File: src/rtl/fetch_buffer_if.sv
// Fetch-buffer handshake bundle: redirect, instruction-memory request/response and decode ports.
// master = fetch_buffer side, slave = surrounding pipeline/memory side.
interface fetch_buffer_if;
  logic        redirect;
  logic [31:0] redirect_pc;
  logic        mem_req_valid;
  logic        mem_req_ready;
  logic [31:0] mem_req_addr;
  logic        mem_resp_valid;
  logic [31:0] mem_resp_data;
  logic        d_valid;
  logic [31:0] d_pc;
  logic [31:0] d_insn;
  logic        d_ready;

  modport master (
    input  redirect, redirect_pc, mem_req_ready, mem_resp_valid, mem_resp_data, d_ready,
    output mem_req_valid, mem_req_addr, d_valid, d_pc, d_insn
  );

  modport slave (
    output redirect, redirect_pc, mem_req_ready, mem_resp_valid, mem_resp_data, d_ready,
    input  mem_req_valid, mem_req_addr, d_valid, d_pc, d_insn
  );
endinterface

File: src/rtl/fetch_buffer.sv
// Credit-based instruction fetch buffer: PC tag FIFO for in-flight reads, {pc, insn} FIFO to decode.
// Optional macro FETCH_BUFFER_BYPASS_EN presents a response combinationally when the FIFO is empty.
module fetch_buffer #(
  parameter int unsigned DEPTH    = 4,
  parameter logic [31:0] RESET_PC = 32'h0100_0000
) (
  input  logic           clock,
  input  logic           reset,
  fetch_buffer_if.master bus
);

  localparam int unsigned      PTR_W   = (DEPTH > 1) ? $clog2(DEPTH) : 1;
  localparam int unsigned      CNT_W   = PTR_W + 1;
  localparam logic [CNT_W:0]   DEPTH_L = DEPTH[CNT_W:0];

  logic [31:0]      fetch_pc_q, fetch_pc_d;
  logic [31:0]      fifo_pc_q   [DEPTH];
  logic [31:0]      fifo_pc_d   [DEPTH];
  logic [31:0]      fifo_insn_q [DEPTH];
  logic [31:0]      fifo_insn_d [DEPTH];
  logic [31:0]      tag_q       [DEPTH];
  logic [31:0]      tag_d       [DEPTH];
  logic [CNT_W-1:0] fifo_rd_q, fifo_rd_d, fifo_wr_q, fifo_wr_d;
  logic [PTR_W-1:0] tag_rd_q, tag_rd_d, tag_wr_q, tag_wr_d;
  logic [CNT_W-1:0] outstanding_q, outstanding_d;
  logic [CNT_W-1:0] discard_q, discard_d;

  logic [CNT_W-1:0] occupancy;
  logic [CNT_W:0]   credit_sum;
  logic             fifo_empty;
  logic             req_valid, req_fire;
  logic             resp_ok, resp_live, resp_stale;
  logic             bypass_hit, bypass_take;
  logic             push, pop;
  logic [31:0]      tag_head;

  always_comb begin
    occupancy  = fifo_wr_q - fifo_rd_q;
    fifo_empty = (occupancy == '0);
    credit_sum = {1'b0, outstanding_q} + {1'b0, occupancy};
    req_valid  = !reset && !bus.redirect && (credit_sum < DEPTH_L);
    req_fire   = req_valid && bus.mem_req_ready;
    // A response with nothing outstanding is spurious and never touches state.
    resp_ok    = !reset && bus.mem_resp_valid && (outstanding_q != '0);
    resp_live  = resp_ok && (discard_q == '0);
    resp_stale = resp_ok && (discard_q != '0);
    tag_head   = tag_q[tag_rd_q];
`ifdef FETCH_BUFFER_BYPASS_EN
    bypass_hit = resp_live && fifo_empty && !bus.redirect;
`else
    bypass_hit = 1'b0;
`endif
    bypass_take = bypass_hit && bus.d_ready;
    pop         = !reset && !bus.redirect && !fifo_empty && bus.d_ready;
    push        = resp_live && !bypass_take;
  end

  always_comb begin
    bus.mem_req_valid = req_valid;
    bus.mem_req_addr  = fetch_pc_q & 32'hFFFF_FFFC;
    bus.d_valid       = !reset && (!fifo_empty || bypass_hit);
    bus.d_pc          = '0;
    bus.d_insn        = '0;
    if (!reset && !fifo_empty) begin
      bus.d_pc   = fifo_pc_q[fifo_rd_q[PTR_W-1:0]];
      bus.d_insn = fifo_insn_q[fifo_rd_q[PTR_W-1:0]];
    end else if (bypass_hit) begin
      bus.d_pc   = tag_head;
      bus.d_insn = bus.mem_resp_data;
    end
  end

  always_comb begin
    fetch_pc_d    = fetch_pc_q;
    fifo_pc_d     = fifo_pc_q;
    fifo_insn_d   = fifo_insn_q;
    tag_d         = tag_q;
    fifo_rd_d     = fifo_rd_q;
    fifo_wr_d     = fifo_wr_q;
    tag_rd_d      = tag_rd_q;
    tag_wr_d      = tag_wr_q;
    outstanding_d = outstanding_q;
    discard_d     = discard_q;
    if (bus.redirect) begin
      // Everything still in flight becomes stale; a response landing this cycle is already gone.
      fetch_pc_d    = bus.redirect_pc & 32'hFFFF_FFFC;
      fifo_rd_d     = '0;
      fifo_wr_d     = '0;
      tag_rd_d      = '0;
      tag_wr_d      = '0;
      outstanding_d = outstanding_q - {{(CNT_W-1){1'b0}}, resp_ok};
      discard_d     = outstanding_q - {{(CNT_W-1){1'b0}}, resp_ok};
    end else begin
      if (req_fire) begin
        tag_d[tag_wr_q] = fetch_pc_q;
        tag_wr_d        = tag_wr_q + PTR_W'(1);
        fetch_pc_d      = fetch_pc_q + 32'd4;
      end
      if (resp_live) begin
        tag_rd_d = tag_rd_q + PTR_W'(1);
      end
      if (push) begin
        fifo_pc_d[fifo_wr_q[PTR_W-1:0]]   = tag_head;
        fifo_insn_d[fifo_wr_q[PTR_W-1:0]] = bus.mem_resp_data;
        fifo_wr_d                         = fifo_wr_q + CNT_W'(1);
      end
      if (pop) begin
        fifo_rd_d = fifo_rd_q + CNT_W'(1);
      end
      if (resp_stale) begin
        discard_d = discard_q - CNT_W'(1);
      end
      outstanding_d = outstanding_q + {{(CNT_W-1){1'b0}}, req_fire}
                                    - {{(CNT_W-1){1'b0}}, resp_ok};
    end
  end

  always_ff @(posedge clock) begin
    if (reset) begin
      fetch_pc_q    <= RESET_PC;
      fifo_rd_q     <= '0;
      fifo_wr_q     <= '0;
      tag_rd_q      <= '0;
      tag_wr_q      <= '0;
      outstanding_q <= '0;
      discard_q     <= '0;
    end else begin
      fetch_pc_q    <= fetch_pc_d;
      fifo_rd_q     <= fifo_rd_d;
      fifo_wr_q     <= fifo_wr_d;
      tag_rd_q      <= tag_rd_d;
      tag_wr_q      <= tag_wr_d;
      outstanding_q <= outstanding_d;
      discard_q     <= discard_d;
    end
  end

  // Storage arrays need no reset: pointers alone define validity.
  always_ff @(posedge clock) begin
    fifo_pc_q   <= fifo_pc_d;
    fifo_insn_q <= fifo_insn_d;
    tag_q       <= tag_d;
  end

endmodule
File: src/flat_wrapper.sv
// flat-port wrapper written by rule: the top's interface ports become plain ports
module fetch_buffer_flat 
#(
  parameter int unsigned DEPTH    = 4,
  parameter logic [31:0] RESET_PC = 32'h0100_0000
)
  (clock, reset, bus_redirect, bus_redirect_pc, bus_mem_req_ready, bus_mem_resp_valid, bus_mem_resp_data, bus_d_ready, bus_mem_req_valid, bus_mem_req_addr, bus_d_valid, bus_d_pc, bus_d_insn);
  fetch_buffer_if bus_i ();
  input  logic clock;
  input  logic reset;
  input wire logic [$bits(bus_i.redirect)-1:0] bus_redirect;
  input wire logic [$bits(bus_i.redirect_pc)-1:0] bus_redirect_pc;
  input wire logic [$bits(bus_i.mem_req_ready)-1:0] bus_mem_req_ready;
  input wire logic [$bits(bus_i.mem_resp_valid)-1:0] bus_mem_resp_valid;
  input wire logic [$bits(bus_i.mem_resp_data)-1:0] bus_mem_resp_data;
  input wire logic [$bits(bus_i.d_ready)-1:0] bus_d_ready;
  output wire logic [$bits(bus_i.mem_req_valid)-1:0] bus_mem_req_valid;
  output wire logic [$bits(bus_i.mem_req_addr)-1:0] bus_mem_req_addr;
  output wire logic [$bits(bus_i.d_valid)-1:0] bus_d_valid;
  output wire logic [$bits(bus_i.d_pc)-1:0] bus_d_pc;
  output wire logic [$bits(bus_i.d_insn)-1:0] bus_d_insn;
  assign bus_i.redirect = bus_redirect;
  assign bus_i.redirect_pc = bus_redirect_pc;
  assign bus_i.mem_req_ready = bus_mem_req_ready;
  assign bus_i.mem_resp_valid = bus_mem_resp_valid;
  assign bus_i.mem_resp_data = bus_mem_resp_data;
  assign bus_i.d_ready = bus_d_ready;
  assign bus_mem_req_valid = bus_i.mem_req_valid;
  assign bus_mem_req_addr = bus_i.mem_req_addr;
  assign bus_d_valid = bus_i.d_valid;
  assign bus_d_pc = bus_i.d_pc;
  assign bus_d_insn = bus_i.d_insn;
  fetch_buffer #(.DEPTH(DEPTH), .RESET_PC(RESET_PC)) u_core (.clock(clock), .reset(reset), .bus(bus_i));
endmodule
File: config.mk
export PLATFORM = sky130hd
export DESIGN_NAME = fetch_buffer_flat
export DESIGN_NICKNAME = d
export VERILOG_FILES = /design/src/rtl/fetch_buffer_if.sv /design/src/rtl/fetch_buffer.sv /design/src/flat_wrapper.sv
export SDC_FILE = /design/constraint.sdc
export NUM_CORES = 1
export LEC_CHECK = 0
export ABC_CLOCK_PERIOD_IN_PS = 11200
export CORE_ASPECT_RATIO = 1.2
export CORE_UTILIZATION = 40
export DETAILED_ROUTE_END_ITERATION = 8
export SLEW_MARGIN = 0
export SYNTH_ARGS = -nofsm -noshare
export SYNTH_HDL_FRONTEND = slang
export SYNTH_SLANG_ARGS = --single-unit
File: constraint.sdc
create_clock -name clock -period 11.2 [get_ports clock]
set_input_delay 2.8 -clock clock [delete_from_list [all_inputs] [get_ports clock]]
set_output_delay 2.8 -clock clock [all_outputs]
set_load 0.03 [all_outputs]
# ---- Word-level counts from Yosys, hierarchy flattened
# Cells that the tools add are included.
# Widths: inputs -> output; s select.
dict set report totals {
  regBits 432
  elab_cells 90
}
dict set report op_classes {
  add_sub_neg 11
  n_lt_le_gt_ge 7
  muxes 23
  bitwise_logic 5
  reduce_logical 24
}
# op n
set ops {}
lappend ops {{$bwmux 128} 3}
lappend ops {{$mux 32} 12}
lappend ops {{$bmux 32 s2} 3}
lappend ops {{$demux 32 s2} 2}
lappend ops {{$add 32x3->32 const B} 1}
lappend ops {{$ge 3x3->1 const B} 4}
lappend ops {{$logic_and 1x1->1} 12}
lappend ops {{$not 2->3} 4}
lappend ops {{$mux 3} 3}
lappend ops {{$add 3x1->3 const B} 2}
lappend ops {{$logic_not 3->1} 2}
lappend ops {{$lt 3x1->1 const B} 2}
lappend ops {{$reduce_bool 3->1} 2}
lappend ops {{$sub 3x1->3} 2}
lappend ops {{$add 2x1->2 const B} 2}
lappend ops {{$add 3x3->4} 1}
lappend ops {{$lt 4x3->1 const B} 1}
lappend ops {{$reduce_and 2->1} 2}
lappend ops {{$reduce_bool 2->1} 2}
lappend ops {{$add 3x1->3} 1}
lappend ops {{$logic_not 1->1} 3}
lappend ops {{$sub 3x1->3 const B} 1}
lappend ops {{$sub 3x3->3} 1}
lappend ops {{$reduce_or 2->1} 1}
lappend ops {{$not 1->1} 1}

# ---- Logic depth before layout (Yosys ltp)
# Gate-level depths: netlist (run 1).
dict set report logic_depth {
  ltp_word 8
  ltp_mapped 17
  depth_no_buf 15
}

# ---- Least setup slack after synthesis (run 1)
# OpenSTA, ideal clock, no wires.
dict set report synth_path {
  path_type {input to output}
  startpoint {in reset}
  endpoint {out bus_d_insn[0]}
  t_arrival_ps 3701
  setup_slack_ps 4699
  cell_stages 4
  path_buffers 2
  path_cell_list {nand2b_1 clkbuf_1 buf_2 nor2b_1}
}
dict set report synth_between {
  elab_chain_cells 3
}
# item line_no
set synth_lines {}
lappend synth_lines {{start, declared} flat_wrapper.sv:10} ;# input logic reset;
lappend synth_lines {{$logic_not 1->1} fetch_buffer.sv:64} ;# if (!reset && !fifo_empty) begin
lappend synth_lines {{$logic_and 1x1->1} fetch_buffer.sv:64}
lappend synth_lines {{$mux 32} fetch_buffer.sv:64}
lappend synth_lines {{end, declared} flat_wrapper.sv:21} ;# output wire logic [$bits(bus_i.d_insn)-1:0] bus_d_insn;
# Every way passes these cells.

# ---- Worst setup path after layout (run 1)
dict set report layout_path {
  startpoint {in reset}
  endpoint {out bus_d_insn[11]}
}
# The elaborated chain is that of the path after synthesis.

==> key figures, run 1 <==
Run status
  – Status: complete, no violations

STA
  – Max_slew headroom: 28.4%
  – Total Neg Setup Slack: 0 ps
  – Final clock skew: 15.2 ps
  – Final hold viol count: 0
  – Tightest Pin Transition: 1070 ps
  – RSZ-0062 raised after global routing: false
  – Final Max Slew Viols: 0
  – Fin Hold WS: 497 ps
  – Tcrit/Tclk final: 71.7%
  – Period minus WS final: 8030 ps
  – Max Clk Rate: 0.125 GHz
  – Endpoints failing setup: 0

Setup path
  – Critical Path AT: 5230 ps
  – Crit-path cells: clkdlybuf4s50_1 > buf_4 > nand2b_2 > buf_4 > nor2b_1 > clkdlybuf4s50_1
  – Critical Path Max Stage Delay: 620 ps
  – Crit Path Category: in -> out
  – Worst path top cell family by delay: buffers and inverters
  – Required time of the critical path: 8400 ps
  – Worst setup EP type: output port
  – Crit path max fanout: 63
  – Slowest CP cell: clkdlybuf4s50_1
  – Crit path launch type: primary input
  – CP Buf/Inv Count: 4

Clock network
  – Setup repair bufs after CTS: 0
  – Clk buf depth: 3
  – CTS tree: yes
  – Post-cts resize count: 0
  – H-Tree Level Count: 2
  – Clk sinks: 414
  – CTS Hold Bufs: 0
  – TritonCTS Buffers: 42
  – Worst-path clk slew: 60 ps
  – CTS root buf: clkbuf_16
  – Worst-Skew Late Latency: 540 ps

Drt
  – DR vias/cell: 5.18
  – DR pass1 iterations: 5
  – DRC Markers: 0
  – Vias: 8,530
  – WL/cell: 20.2 µm
  – Initial drt markers: 489
  – Final wirelength: 33.3 mm
  – Antenna-violating nets left: 0

Finish
  – Fin nets: 1,166
  – Post-route cell area: 20,100 µm²
  – Area growth syn-to-layout: 21.0%
  – Diodes inserted: 0
  – Layout cells sized above 1: 16.8%
  – Final Core Density: 49.1%

Yosys
  – Area leader, netlist: edfxtp_1
  – Post-Synth XOR/XNOR Area: 1.14%
  – Post-Synth Simple-Gate Area: 7.72%
  – Complex-gate fraction of the synthesized area: 2.60%
  – Synth Warn #: 0
  – Post-synthesis area per instance: 18.3 µm²
  – Top-area cell type share of the netlist area: 66.7%
  – Mux contribution to synthesized area: 12.7%
  – Post-synth EDFFs: 368
  – Register area share after synthesis: 72.2%
  – Async SR Flop Fraction: 0%
  – Top FF cell, synth: edfxtp_1
  – Post-Synthesis Cell Area: 16,600 µm²
  – Synth Area in Adders: 1.68%
  – Cell variety after synth: 56
  – Post-synthesis register bit count: 414
  – Ranking of synthesized cells by area: edfxtp_1 (67%), mux4_2 (13%), dfxtp_1 (5.6%)
  – Cells after Synth: 908
  – Largest family of logic cells by synthesized area: multiplexers

Floorplan
  – FP Rows: 81
  – Die Width: 188 µm
  – Die ar.: 42,300 µm²
  – Top Ports: 168
  – Initial Utilization: 40.6%
  – Chip Height: 225 µm
  – Core area: 40,800 µm²

GRT
  – Initial antenna violation count: 0
  – Pin count of the biggest net entering global routing: 66
  – First-pass GRT wire length: 52.0 mm
  – Vias in the first global route: 8,898
  – Remaining Overflow, GRT: 0
  – GRT Util Overall: 16.2%

Placed design
  – Placed cell areas: 18,700 µm²
  – Buffers on Ports: 161
  – Hpwl dp: 19.4 mm
  – Global placement routability congestion: 0.790

Pwr
  – Power Density: 166 nW/µm²
  – Net Sw Frac: 22.5%
  – Register share of total power: 52.8%
  – Internal: 2580 µW
  – Clock Power Share: 39.6%
  – Static Leakage: 0.00626 µW
  – Worst vdd ir: 0.000111 V
  – Comb pwr share: 7.6%
  – Psw: 750 µW
  – Final Power: 3330 µW

Hold path
  – HP Class: reg -> reg

Run
  – Max Cap Violations: 0
-- cell usage after synthesis (all sizes together) (3+ instances only) --
cell    number
edfxtp     368
mux4        92
nor2b       63
dfxtp       46
nand2       38
nor2        30
buf         26
clkbuf      26
nand3       23
inv         21
a31oi       19
ha          19
a21oi       13
and2        12
xor2        11
o21ai       10
and3         9
or3          8
xnor2        8
a211oi       7
nand4        6
nor4         6
o211ai       5
mux2i        4
or4          4
a22oi        3
nor3         3
-- routing by layer --
metal  up-vias  track usage (%)  wire, µm
li1       3925                -         -
met1      4311             20.8     14200
met2       243             28.0     16900
met3        51             2.57      1410
met4         0             5.17       806
met5         -                0         0
-- placed cells by master (no fill, tap or decap), types with 19 or more instances in the layout --
cell type        Yosys  layout
a31oi_1             19      19
clkbuf_16            0      43
clkdlybuf4s50_1      0     161
dfxtp_1             46      42
edfxtp_1           368     368
ha_1                19      19
inv_1               21      21
mux4_2              92      92
nand2_1             38      38
nand3_1             20      20
nor2_1              30      30
nor2b_1             63      63
-- worst paths after layout --
| path | startpoint | endpoint | slack (ps) | cells after the start |
|---|---|---|---|---|
| setup / recovery | reset | bus_d_insn[11] | 3170 | 6 |
| hold / removal | u_core.tag_wr_q[1]$_SDFFE_PP0N_ | u_core.tag_wr_q[1]$_SDFFE_PP0N_ | 500 | 2 |
| setup reg to reg | u_core.fifo_rd_q[1]$_SDFFE_PP0P_ | u_core.tag_q[85]$_DFFE_PP_ | 5940 | 8 |
| hold reg to reg | u_core.tag_wr_q[1]$_SDFFE_PP0N_ | u_core.tag_wr_q[1]$_SDFFE_PP0N_ | 500 | 2 |
-- sequential cells by signal, summed over array words and instances, names as in the netlist --
register	count
u_core.tag_rd_q	2
u_core.fetch_pc_q	30
u_core.fifo_insn_q	128
u_core.fifo_rd_q	3
u_core.tag_wr_q	2
u_core.discard_q	3
u_core.tag_q	120
u_core.fifo_pc_q	120
u_core.fifo_wr_q	3
u_core.outstanding_q	3
-- tightest hold or removal path, delay by kind of cell, from the launching register on --
family,cells,cell delay [ps]
DFF,1,340
and+or+nand+nor,1,60
AOI/OAI and AO/OA,1,50
-- power groups by stage --
stage / Sequential, µW / Clock [µW] / Combinational [µW]
floorplan: 1790 / 0 / 152
global placement: 1790 / 0 / 254
detailed placement: 1790 / 0 / 257
CTS: 1760 / 1360 / 259
global route: 1760 / 1420 / 278
finish: 1760 / 1320 / 254
-- final cells by class --
class | instances | area, µm²
well taps | 539 | 674
flip-flops and latches | 414 | 12000
inverters | 21 | 78.8
clock buffers | 54 | 1130
clock inverters | 23 | 178
multi-input cells | 424 | 4320
fillers | 3404 | 20800
repair buffers | 172 | 1690
-- logic make-up after synthesis --
| kind of cell | Yosys count |
|---|---|
| fa+ha+maj | 21 |
| mux | 96 |
| simple gates | 216 |
| buf+inv | 73 |
| other cells | 1 |
| compound gates | 67 |
| flops | 414 |
| xor+xnor | 20 |
-- through the flow --
stage	worst slack, ps	std cells
2_1_floorplan	4700	911
3_3_place_gp	3120	1570
3_5_place_dp	3100	1570
4_1_cts	3100	1647
5_1_grt	3000	1647
6_report	3170	1647
Note: power is estimated with default switching activity, not from simulation.
==> run 2: changes to the inputs <==
--- a/config.mk
+++ b/config.mk
@@ -5,7 +5,7 @@
 export SDC_FILE = /design/constraint.sdc
 export NUM_CORES = 1
 export LEC_CHECK = 0
-export ABC_CLOCK_PERIOD_IN_PS = 11200
+export ABC_CLOCK_PERIOD_IN_PS = 7600
 export CORE_ASPECT_RATIO = 1.2
 export CORE_UTILIZATION = 40
 export DETAILED_ROUTE_END_ITERATION = 8
==> constraint.sdc (replaced) <==
create_clock -name clock -period 7.6 [get_ports clock]
set_input_delay 1.9 -clock clock [delete_from_list [all_inputs] [get_ports clock]]
set_output_delay 1.9 -clock clock [all_outputs]
set_load 0.03 [all_outputs]
==> run 2 against run 1 <==
Net effect: critical path depth is 1 lower; combinational power is 50% higher; largest power group unchanged; wire length is 0.83% lower; critical path type unchanged; first-iteration DRC count is 3.9% lower; hold slack better by 26 ps; final cell count is 0.18% higher.
==> key figures, run 2 (synthesized netlist as in run 1, its figures left out) <==
Finish
  – Largest Register: u_core.fifo_insn_q
  – Largest regs: u_core.fifo_insn_q x128, u_core.fifo_pc_q x120, u_core.tag_q x120
  – Final Core Density: 49.4% (+0.33 points)
  – Layout cells sized above 1: 17.1% (+0.31 points)
  – Area growth syn-to-layout: 21.8%
  – Commonest non-fill, non-tap cell in the layout: edfxtp_1
  – Fillers: 3,385 (-0.56%)
  – Diodes inserted: 0 (unchanged)
  – Max reg flops: 128 (unchanged)
  – Post-Layout Cell Count: 1,650 (+0.18%)
  – Commonest cells after routing, fill and taps aside: edfxtp_1 (368), clkdlybuf4s50_1 (161), mux4_2 (92), nor2b_1 (63), clkbuf_16 (43)
  – Fin nets: 1,170 (+0.34%)
  – Post-route cell area: 20,200 µm² (+0.68%)

Drt
  – Initial drt markers: 470 (-3.9%)
  – Vias: 8,543 (+0.15%)
  – WL/cell: 20.0 µm (-1.0%)
  – DRC Markers: 0 (unchanged)
  – Antenna-violating nets left: 0 (unchanged)
  – DR pass1 iterations: 4 (-1)
  – Final wirelength: 33.1 mm (-0.83%)
  – DR vias/cell: 5.18 (about the same)

Placed design
  – Global placement routability congestion: 0.790 (about the same)
  – Buffers on Ports: 161 (unchanged)
  – Placed cell areas: 18,800 µm² (+0.16%)
  – Cells after DPL: 1,574 (+0.25%)
  – Post-place setup slack: 1300 ps (-1800 ps)
  – Hpwl dp: 20.0 mm (+3.5%)

Setup path
  – Critical register-to-register path startpoint: u_core.fifo_wr_q[0]$_SDFFE_PP0P_
  – Worst setup EP type: output port
  – Crit path launch type: primary input
  – Worst reg-to-reg setup slack: 3410 ps (-2530 ps)
  – Reg2reg path depth: 13 (+5)
  – Crit Path Category: in -> out
  – Critical Path AT: 4310 ps (-920 ps)
  – Crit. Startpoint: reset
  – Crit path max fanout: 40 (-37%)
  – Crit Reg-Reg Endpoint: u_core.fetch_pc_q[31]$_SDFFE_PP0P_
  – Required time of the critical path: 5700 ps (-2700 ps)

STA
  – Max Clk Rate: 0.161 GHz
  – Worst Slack Setup Final: 1390 ps (-1780 ps)
  – Final Max Slew Viols: 0 (unchanged)
  – Tcrit/Tclk final: 81.7%
  – Final hold viol count: 0 (unchanged)
  – Endpoints failing setup: 0 (unchanged)
  – Max_slew headroom: 32.8% (+4.4 points)
  – Total Neg Setup Slack: 0 ps (unchanged)
  – Tightest Pin Transition: 1000 ps (-70.0 ps)
  – Final clock skew: 14.1 ps (-1.11 ps)
  – RSZ-0062 raised after global routing: false
  – Period minus WS final: 6210 ps

Clock network
  – Clk sinks: 414 (unchanged)
  – Clk buf depth: 3 (unchanged)
  – CTS tree: yes
  – CTS root buf: clkbuf_16
  – TritonCTS Buffers: 42 (unchanged)
  – Setup repair bufs after CTS: 0 (unchanged)
  – CTS Hold Bufs: 0 (unchanged)
  – Worst-path clk slew: 50 ps (about the same)
  – Worst-Skew Late Latency: 530 ps (about the same)
  – Post-cts resize count: 0 (unchanged)
  – H-Tree Level Count: 2 (unchanged)

Pwr
  – Static Leakage: 0.00633 µW (+1.2%)
  – Power Density: 251 nW/µm² (+51%)
  – Worst vdd ir: 0.000155 V (+39%)

Hold path
  – Hold Path Depth: 2 (unchanged)
  – HP Class: reg -> reg
  – WHS Endpoint: u_core.tag_wr_q[1]$_SDFFE_PP0N_
  – Hold_sp: u_core.tag_wr_q[1]$_SDFFE_PP0N_

GRT
  – Pin count of the biggest net entering global routing: 65 (-1.5%)
  – Initial antenna violation count: 0 (unchanged)
  – Remaining Overflow, GRT: 0 (unchanged)
  – GRT Util Overall: 15.9% (-0.23 points)
  – Vias in the first global route: 8,824 (-0.83%)
  – First-pass GRT wire length: 51.0 mm (-1.9%)

Floorplan
  – Die Width: 188 µm (unchanged)
  – Top Ports: 168 (unchanged)
  – Chip Height: 225 µm (unchanged)
  – FP Rows: 81 (unchanged)
  – Die ar.: 42,300 µm² (unchanged)
  – Core area: 40,800 µm² (unchanged)
  – Initial Utilization: 40.6% (unchanged)

Run
  – Max Cap Violations: 0 (unchanged)

Run status
  – Status: complete, no violations
## run 2: cell types whose count changed in the layout (fill, tap and decap cells not counted), sizes merged
cell	before	now
bufinv	1	7
clkinv	19	13
buf	11	15
clkbuf	54	55
clkinvlp	1	0
inv	23	22
## run 2: worst max path at each step
stage	end	slack, ps	depth (start not counted)
after floorplan	bus_d_insn[0]	2900	4
after global routing	bus_d_insn[13]	1190	5
after CTS	bus_d_insn[9]	1300	5
after detailed placement	bus_d_insn[9]	1300	5
final	bus_d_insn[13]	1390	5
after global placement	bus_d_insn[23]	1350	5
## run 2: worst max-delay path, stage by stage
cell             delay, ps
clkdlybuf4s50_1        450
nand2b_2               630
buf_4                  450
nor2b_1                160
clkdlybuf4s50_1        680
## run 2: layer usage
metal	global-route usage (%)	vias up	part of all wire [%]	routed length (µm)
li1	-	3925	-	-
met1	19.8	4352	42	13800
met2	28.3	219	52	17200
met3	2.48	47	3.9	1280
met4	5.35	0	2.3	758
met5	0	-	0	0
## run 2: stage by stage
| stage | total power, µW | hold WS (ps) |
|---|---|---|
| 3_5_place_dp | 3020 | 511 |
| 4_1_cts | 5140 | 527 |
| 3_3_place_gp | 3010 | 488 |
| 2_1_floorplan | 2860 | 469 |
| 5_1_grt | 5250 | 569 |
| 6_report | 5070 | 523 |
## run 2: layout make-up
cell class              count  area [µm²]  share of cell area, %
flip-flops and latches    414       12000                   59.3
multi-input cells         424        4320                   21.4
repair buffers            176        1720                   8.54
clock buffers              55        1130                   5.60
well taps                 539         674                   3.34
clock inverters            21         280                   1.39
inverters                  21        78.8                  0.390
## run 2: where the power goes
group          switching [µW]  total [µW]  leakage (µW)  internal (µW)
Combinational             210         380       0.00193            171
Clock                     819        2100      0.000691           1290
Sequential               44.5        2590       0.00372           2540
==> run 3: changes to the inputs <==
--- a/config.mk
+++ b/config.mk
@@ -5,7 +5,7 @@
 export SDC_FILE = /design/constraint.sdc
 export NUM_CORES = 1
 export LEC_CHECK = 0
-export ABC_CLOCK_PERIOD_IN_PS = 7600
+export ABC_CLOCK_PERIOD_IN_PS = 5260
 export CORE_ASPECT_RATIO = 1.2
 export CORE_UTILIZATION = 40
 export DETAILED_ROUTE_END_ITERATION = 8
==> constraint.sdc (replaced) <==
create_clock -name clock -period 5.26 [get_ports clock]
set_input_delay 1.315 -clock clock [delete_from_list [all_inputs] [get_ports clock]]
set_output_delay 1.315 -clock clock [all_outputs]
set_load 0.03 [all_outputs]
==> run 3 against run 2 <==
Net effect: final cell count increased by 0.67%; first-iteration DRC count decreased by 0.85%; die area unchanged; clock power increased by 31%; cell area increased by 1.5%; setup slack got worse by 640 ps; utilization increased by 0.72 points; clock skew decreased by 2.5 ps; global-route usage about the same.
==> key figures, run 3 (synthesized netlist as in run 1, its figures left out) <==
Finish
  – Max reg flops: 128 (unchanged)
  – Commonest non-fill, non-tap cell in the layout: edfxtp_1
  – Largest Register: u_core.fifo_insn_q
  – Fin nets: 1,181 (+0.94%)
  – Largest regs: u_core.fifo_insn_q x128, u_core.fifo_pc_q x120, u_core.tag_q x120
  – Post-route cell area: 20,500 µm² (+1.5%)
  – Commonest cells after routing, fill and taps aside: edfxtp_1 (368), clkdlybuf4s50_1 (98), mux4_2 (92), nor2b_1 (63), buf_4 (48)
  – Area growth syn-to-layout: 23.6%
  – Layout cells sized above 1: 23.4% (+6.2 points)
  – Diodes inserted: 0 (unchanged)
  – Final Core Density: 50.1% (+0.72 points)

Setup path
  – Critical register-to-register path startpoint: u_core.fifo_rd_q[1]$_SDFFE_PP0P_
  – Crit Reg-Reg Endpoint: u_core.tag_q[14]$_DFFE_PP_
  – Critical Path AT: 3200 ps (-1110 ps)
  – Worst reg-to-reg setup slack: 1710 ps (-1700 ps)
  – Reg2reg path depth: 9 (-4)
  – Crit path max fanout: 37 (-7.5%)
  – Crit path launch type: register
  – Worst setup EP type: output port
  – Crit Path Category: reg -> out
  – Required time of the critical path: 3940 ps (-1760 ps)

Floorplan
  – FP Rows: 81 (unchanged)
  – Die Width: 188 µm (unchanged)
  – Chip Height: 225 µm (unchanged)
  – Top Ports: 168 (unchanged)
  – Initial Utilization: 40.6% (unchanged)
  – Die ar.: 42,300 µm² (unchanged)
  – Core area: 40,800 µm² (unchanged)

Placed design
  – Buffers on Ports: 161 (unchanged)
  – Placed cell areas: 19,200 µm² (+2.3%)
  – Hpwl dp: 20.3 mm (+1.1%)
  – Global placement routability congestion: 0.772 (-2.3%)

GRT
  – GRT Util Overall: 15.9% (-0.029 points)
  – Initial antenna violation count: 0 (unchanged)
  – Vias in the first global route: 8,790 (-0.39%)
  – Remaining Overflow, GRT: 0 (unchanged)
  – First-pass GRT wire length: 51.4 mm (+0.72%)
  – Pin count of the biggest net entering global routing: 63 (-3.1%)

Pwr
  – Register share of total power: 52.9% (+1.9 points)
  – Static Leakage: 0.00656 µW (+3.5%)
  – Worst vdd ir: 0.000193 V (+25%)
  – Internal: 5490 µW (+37%)
  – Final Power: 7070 µW (+39%)
  – Net Sw Frac: 22.3% (+1.2 points)
  – Psw: 1580 µW (+47%)
  – Comb pwr share: 8.2% (+0.7 points)
  – Clock Power Share: 38.9% (-2.6 points)
  – Power Density: 345 nW/µm² (+37%)

STA
  – Max_slew headroom: 41.3% (+8.5 points)
  – Period minus WS final: 4510 ps
  – Final clock skew: 11.7 ps (-2.45 ps)
  – Final Max Slew Viols: 0 (unchanged)
  – Max Clk Rate: 0.222 GHz
  – Final hold viol count: 0 (unchanged)
  – RSZ-0062 raised after global routing: false
  – Fin Hold WS: 498 ps (-25.0 ps)
  – Endpoints failing setup: 0 (unchanged)
  – Tcrit/Tclk final: 85.7%
  – Total Neg Setup Slack: 0 ps (unchanged)
  – Tightest Pin Transition: 880 ps (-124 ps)

Clock network
  – TritonCTS Buffers: 42 (unchanged)
  – Clk sinks: 414 (unchanged)
  – Worst-path clk slew: 60 ps (about the same)
  – CTS Hold Bufs: 0 (unchanged)
  – CTS root buf: clkbuf_16
  – Worst-Skew Late Latency: 540 ps (about the same)
  – Setup repair bufs after CTS: 0 (unchanged)
  – H-Tree Level Count: 2 (unchanged)
  – Clk buf depth: 3 (unchanged)
  – CTS tree: yes
  – Post-cts resize count: 0 (unchanged)

Drt
  – DR vias/cell: 5.16 (-0.41%)
  – Initial drt markers: 466 (-0.85%)
  – Antenna-violating nets left: 0 (unchanged)
  – Vias: 8,565 (+0.26%)
  – Final wirelength: 33.0 mm (-0.29%)
  – WL/cell: 19.8 µm (-0.95%)
  – DRC Markers: 0 (unchanged)
  – DR pass1 iterations: 5 (+1)

Hold path
  – HP Class: reg -> reg
  – WHS Endpoint: u_core.tag_wr_q[1]$_SDFFE_PP0N_
  – Hold Path Depth: 2 (unchanged)
  – Hold_sp: u_core.tag_wr_q[1]$_SDFFE_PP0N_

Run status
  – Status: complete, no violations

Run
  – Max Cap Violations: 0 (unchanged)
==> run 3: changes by cell type in the layout (fill, tap and decap cells not counted) <==
| cell | before | now |
|---|---|---|
| clkdlybuf4s50_1 | 161 | 98 |
| buf_12 | 0 | 41 |
| buf_4 | 15 | 48 |
| clkbuf_1 | 11 | 4 |
| bufinv_16 | 7 | 1 |
| clkinv_1 | 6 | 11 |
| and2_1 | 7 | 11 |
| and2_2 | 4 | 0 |
| clkinvlp_4 | 0 | 4 |
| clkinv_2 | 6 | 9 |
| clkbuf_8 | 1 | 0 |
| clkinv_4 | 1 | 2 |
| inv_6 | 1 | 2 |
==> run 3: worst max path at each step <==
| stage | start | end | slack, ps | depth (start not counted) |
|---|---|---|---|---|
| finish | u_core.fifo_rd_q[1]$_SDFFE_PP0P_ | bus_d_pc[19] | 750 | 8 |
| global route | u_core.fifo_rd_q[1]$_SDFFE_PP0P_ | bus_d_pc[14] | 490 | 8 |
| CTS | u_core.fifo_rd_q[1]$_SDFFE_PP0P_ | bus_d_pc[13] | 650 | 8 |
| detailed placement | reset | bus_mem_req_valid | 1080 | 5 |
| global placement | reset | bus_mem_req_valid | 1050 | 5 |
| floorplan | u_core.fifo_rd_q[1]$_SDFFE_PP0P_ | u_core.tag_q[100]$_DFFE_PP_ | 1070 | 12 |
==> run 3: cell type report <==
class	instances	area (µm²)
clock inverter	29	181
multi-input combinational	424	4310
inverter	21	78.8
fill	3355	20400
tap	539	674
sequential	414	12000
clock buffer	47	1090
timing repair buffer	187	2160
==> run 3: critical path: stages (launching register included) <==
cell      delay (ps)
dfxtp_4          600
inv_1            110
fa_1             410
xnor3_1          250
or3b_1           440
nand2b_2         160
buf_4            360
nor2b_1          140
buf_12           160
==> run 3: metrics by stage <==
stage,worst slack (ps),instances
final,750,1661
after global routing,488,1661
after CTS,648,1661
after detailed placement,1080,1585
after global placement,1050,1585
after floorplan,1070,911
==> run 3: metal layers <==
metal,routed length (µm),track usage (%),up-vias,part of all wire [%]
met4,645,5.06,0,2.0
met3,1380,2.60,38,4.2
met1,14600,21.1,4351,44
li1,-,-,3957,-
met5,0,0,-,0
met2,16400,26.8,219,50
==> run 3: power by group through the flow <==
stage / clock network, µW / logic (µW) / registers [µW]
final: 2750 / 580 / 3740
after global routing: 2950 / 630 / 3750
after CTS: 2840 / 590 / 3740
after detailed placement: 0 / 585 / 3810
after global placement: 0 / 578 / 3810
after floorplan: 0 / 323 / 3810
